[src/rtl/data_memory_jin.sv]
// Word-organised data memory with byte addressing, combinational gated read
// and asynchronous clear. Words live in individual registers so the whole
// array can be cleared on Reset without waiting for a clock edge.
module data_memory_jin #(
  parameter int DEPTH  = 64,
  parameter int ADDR_W = 32
) (
  input  logic              Clk,
  input  logic              Reset,
  input  logic              MemWrite,
  input  logic              MemRead,
  input  logic [ADDR_W-1:0] Address,
  input  logic [31:0]       WriteData,
  output logic [31:0]       ReadData
);

  localparam int IdxW = $clog2(DEPTH);

  logic [IdxW-1:0] wordIdx;
  logic            inRange;
  logic [31:0]     memWords [DEPTH];

  // The two low address bits select a byte within a word; they carry no
  // meaning here because every access is a full aligned word.
  logic [1:0]      unusedByteOffset;
  assign unusedByteOffset = Address[1:0];

  assign wordIdx = Address[IdxW+1:2];

  // Anything above the index field must be zero, otherwise the access would
  // silently alias onto a lower word.
  generate
    if (ADDR_W > IdxW + 2) begin : gUpperBits
      assign inRange = ~|Address[ADDR_W-1:IdxW+2];
    end else begin : gNoUpperBits
      assign inRange = 1'b1;
    end
  endgenerate

  generate
    for (genvar gi = 0; gi < DEPTH; gi++) begin : gWord
      logic [31:0] wordReg;

      // Each word clears on Reset and loads only when it is the addressed,
      // in-range target of a write.
      always_ff @(posedge Clk or posedge Reset) begin
        if (Reset) begin
          wordReg <= '0;
        end else if (MemWrite && inRange && (wordIdx == IdxW'(gi))) begin
          wordReg <= WriteData;
        end
      end

      assign memWords[gi] = wordReg;
    end
  endgenerate

  // Zero-latency read: the current stored word leaves the edge untouched, so
  // a same-cycle write shows the old value until the clock edge.
  always_comb begin
    ReadData = '0;
    if (MemRead && inRange && !Reset) begin
      ReadData = memWords[wordIdx];
    end
  end

endmodule

[config.mk]
export PLATFORM = sky130hd
export DESIGN_NAME = data_memory_jin
export DESIGN_NICKNAME = d
export VERILOG_FILES = /design/src/rtl/data_memory_jin.sv
export SDC_FILE = /design/constraint.sdc
export NUM_CORES = 2
export LEC_CHECK = 0
export BUFFER_PORTS_ARGS = -buffer_cell sky130_fd_sc_hd__buf_4
export CORE_MARGIN = 2
export CORE_UTILIZATION = 40
export CTS_CLUSTER_DIAMETER = 80
export CTS_CLUSTER_SIZE = 20
export DETAILED_ROUTE_END_ITERATION = 7
export SLEW_MARGIN = 5
export SYNTH_ARGS = -nofsm -noshare
export SYNTH_HDL_FRONTEND = slang
export SYNTH_SLANG_ARGS = --single-unit
[constraint.sdc]
create_clock -name Clk -period 84.5 [get_ports Clk]
set_input_delay 16.9 -clock Clk [delete_from_list [all_inputs] [get_ports Clk]]
set_output_delay 16.9 -clock Clk [all_outputs]
set_load 0.01 [all_outputs]
==> metrics.cfg <==
[drt]
wl_met1_um=121900
drt_pre_antenna_iters=5
wire_per_inst_um=30.24
drtIter0Drc=4357
drc=0
met3_length_um=12970
via_per_inst=5.957
highest_layer=met5
wirelength_um=271400
vias=53460
ant_nets=0
wl_met2_um=130000

[floorplan]
fp.dieW_um=487.3
fp.dieH_um=487.3
pin_count=100
start_util_pct=40.18
placementRows=177
dieArea_um2=237500
core_um2=232500

[power]
p_per_area_nw_per_um2=16.84
p_sw_w=0.0004148
combPwrFrac_pct=5.9
switching_share_pct=24.58
p_int_w=0.001273
power_frac_seq_pct=58.0
vdd_drop_max_uv=17.43
p_clk_share_pct=36.1
p_leak_nw=48.62

[critical_path]
crit_fanout=99
arrival_ns=22.37
cp-end-kind=output pin
critPathRequiredTime_ns=67.60
r2r_slack_ns=83.71
crit_path_frequent_cell=buf_4
slowest_delay_ns=0.91
r2r_cells=1
critPathSlowestCell=nor4_1
regToRegEndpoint=gWord[34].wordReg[25]$_DFFE_PP0P_
r2r_start=gWord[34].wordReg[25]$_DFFE_PP0P_
crit_chain=buf_8 -> buf_12 -> buf_4 -> buf_4 -> buf_4 -> mux4_2 -> a22oi_1 -> nand3_1 -> nand2_1 -> nor4_1 -> buf_4
crit_path_start_kind=input pin
path_class=in -> out

[cts]
holdBufCountCts=0
cts_root_buffer=clkbuf_16
cts.sinks=2048
cts_tree=built
cts.reportedPaths.clkPinSlew_ns=0.08
postCtsSetupBuffers=0
ctsResizeCount=0
cts_htree_levels=3
ctsLongestPathBuffers=3
clk_latency_ns=0.77
cts-buffers-inserted=118

[synthesis]
synth_fp_nets=6218
ys.warnings.count=0
async_flop_share_pct=100.0
ys.flop_type=dfrtp_1
ys_top_cells_by_area=dfrtp_1 (55%), mux2_2 (23%), mux4_2 (8.4%)
yosys.area.top_type=dfrtp_1
synth_cell_type_count=43
avgSynthCellArea_um2=15.19
synthesis.area_um2=93430
ys_ff_latch=2048
synth_top_area_share_pct=54.85
ys_seq_area_share_pct=54.85
syn_inst=6150
synth_edf_count=0

[finish]
finalNonFillerCells=8974
drive_above_1_share_pct=46.45
layout_common_cells=dfrtp_1 (2,048), mux2_2 (1,903), mux2i_1 (357)
reg_top3=gWord.wordReg x2048
areaGrowthSynthToFinish_pct=7.257
top_register=gWord.wordReg
mostFrequentLayoutCell=dfrtp_1
nets=5956
largest_reg_flops=2048

[worst_hold_path]
min_path_type=reg -> reg
min-delay-start=gWord[38].wordReg[11]$_DFFE_PP0P_
holdPathStages=1
hold_end=gWord[38].wordReg[11]$_DFFE_PP0P_

[run]
cap_viol_max_count=0

[sta]
grt_setup_unrepaired=false
max_clock_freq_mhz=25.46
holdWs_ns=0.4873
min_period_ns=39.27
clock_skew_ns=0
tightest_slew_ns=1.242
setup_viol=0
finalCritPeriodShare_pct=46.48
finalWorstSetupSlack_ns=45.23
setup_tns_ns=0
relSlewSlack_pct=16.93
final_hold_viol_count=0
drv_slew=0

[grt]
grt_max_degree=182
grt_pass1_vias=56150
grt_use_total_pct=22.85
antenna_found_initial=22
grt_pass1_wl_um=397500
grt_remaining_overflow=0

[outcome]
status=completed

[placement]
dp_cells=8811
place_congestion=0.7993
post-place-ws_ns=45.22
io_buffers=97
place_hpwl_um=155500

worst max-delay path, delay by kind of cell:
family | cells | cell delay (ns)
AOI/OAI and AO/OA | 1 | 0.12
muxes | 1 | 0.36
and+or+nand+nor | 3 | 1.30
buffers and inverters | 6 | 3.48
power groups by stage:
stage	sequential [W]	combinational, W	clock [W]
finish	0.000979	0.0000996	0.000609
global route	0.000979	0.000106	0.000662
CTS	0.000979	0.000101	0.000625
detailed placement	0.000999	0.000101	0
global placement	0.000999	0.0000995	0
floorplan	0.00100	0.0000594	0
kinds of logic after synthesis:
logic type	count (synthesis)	share of synthesized area [%]
buffers and inverters	640	3.067
AND/OR/NAND/NOR	343	2.321
flip-flops	2048	54.85
multiplexers	2758	36.97
AO/OA/AOI/OAI	361	2.795
Yosys cell counts (2+ instances only):
| cell type | n |
|---|---|
| nor3_1 | 13 |
| dfrtp_1 | 2048 |
| a21oi_1 | 44 |
| buf_1 | 74 |
| nand4_1 | 26 |
| nand2b_1 | 7 |
| mux4_2 | 349 |
| buf_4 | 52 |
| nand2_1 | 113 |
| a211oi_1 | 2 |
| a41oi_1 | 7 |
| nand4_4 | 4 |
| nor2b_1 | 7 |
| and3_1 | 8 |
| nor3_4 | 20 |
| mux2_2 | 1903 |
| a22oi_1 | 157 |
| or4_1 | 2 |
| clkbuf_1 | 299 |
| buf_2 | 214 |
| o21ai_0 | 12 |
| a221oi_1 | 23 |
| nor4_1 | 17 |
| nor3_2 | 28 |
| nor2_1 | 16 |
| a2111oi_0 | 7 |
| nand3_1 | 38 |
| or2_2 | 8 |
| o22ai_1 | 49 |
| nor2_2 | 16 |
| mux2_1 | 149 |
| a311oi_1 | 11 |
| a22o_1 | 34 |
| and4_1 | 13 |
| o211ai_1 | 14 |
| mux2i_1 | 357 |
| and2_1 | 3 |
stage by stage:
step	util (%)	power, W	cell area (um^2)
detailed placement	41.63	0.001099	96810
finish	43.10	0.001688	100200
global placement	41.63	0.001098	96810
CTS	43.09	0.001705	100200
floorplan	-	0.001062	93430
global route	43.10	0.001748	100200
routing by layer:
| metal | global-route usage (%) | up-vias |
|---|---|---|
| met5 | 0 | - |
| met4 | 5.482 | 12 |
| met3 | 2.910 | 312 |
| met2 | 37.48 | 1245 |
| met1 | 32.25 | 29790 |
| li1 | - | 22100 |
final cells by class:
| class | count | area [um^2] |
|---|---|---|
| fill | 20870 | 132300 |
| inverter | 1 | 11.26 |
| sequential | 2048 | 51250 |
| clock inverter | 25 | 296.5 |
| tap | 3043 | 3807 |
| timing repair buffer | 257 | 2073 |
| multi-input combinational | 3462 | 39670 |
| antenna | 4 | 10.01 |
| clock buffer | 134 | 3095 |
worst max path at each step:
| stage | slack (ns) | startpoint | to | cells after the start |
|---|---|---|---|---|
| after floorplan | 1.10 | Reset | ReadData[30] | 5 |
| after global placement | 45.14 | Address[3] | ReadData[28] | 10 |
| after detailed placement | 45.22 | Address[3] | ReadData[28] | 10 |
| after CTS | 45.11 | Address[3] | ReadData[28] | 10 |
| after global routing | 45.07 | Address[3] | ReadData[2] | 12 |
| final | 45.23 | Address[3] | ReadData[10] | 11 |
Note: power is estimated with default switching activity, not from simulation.
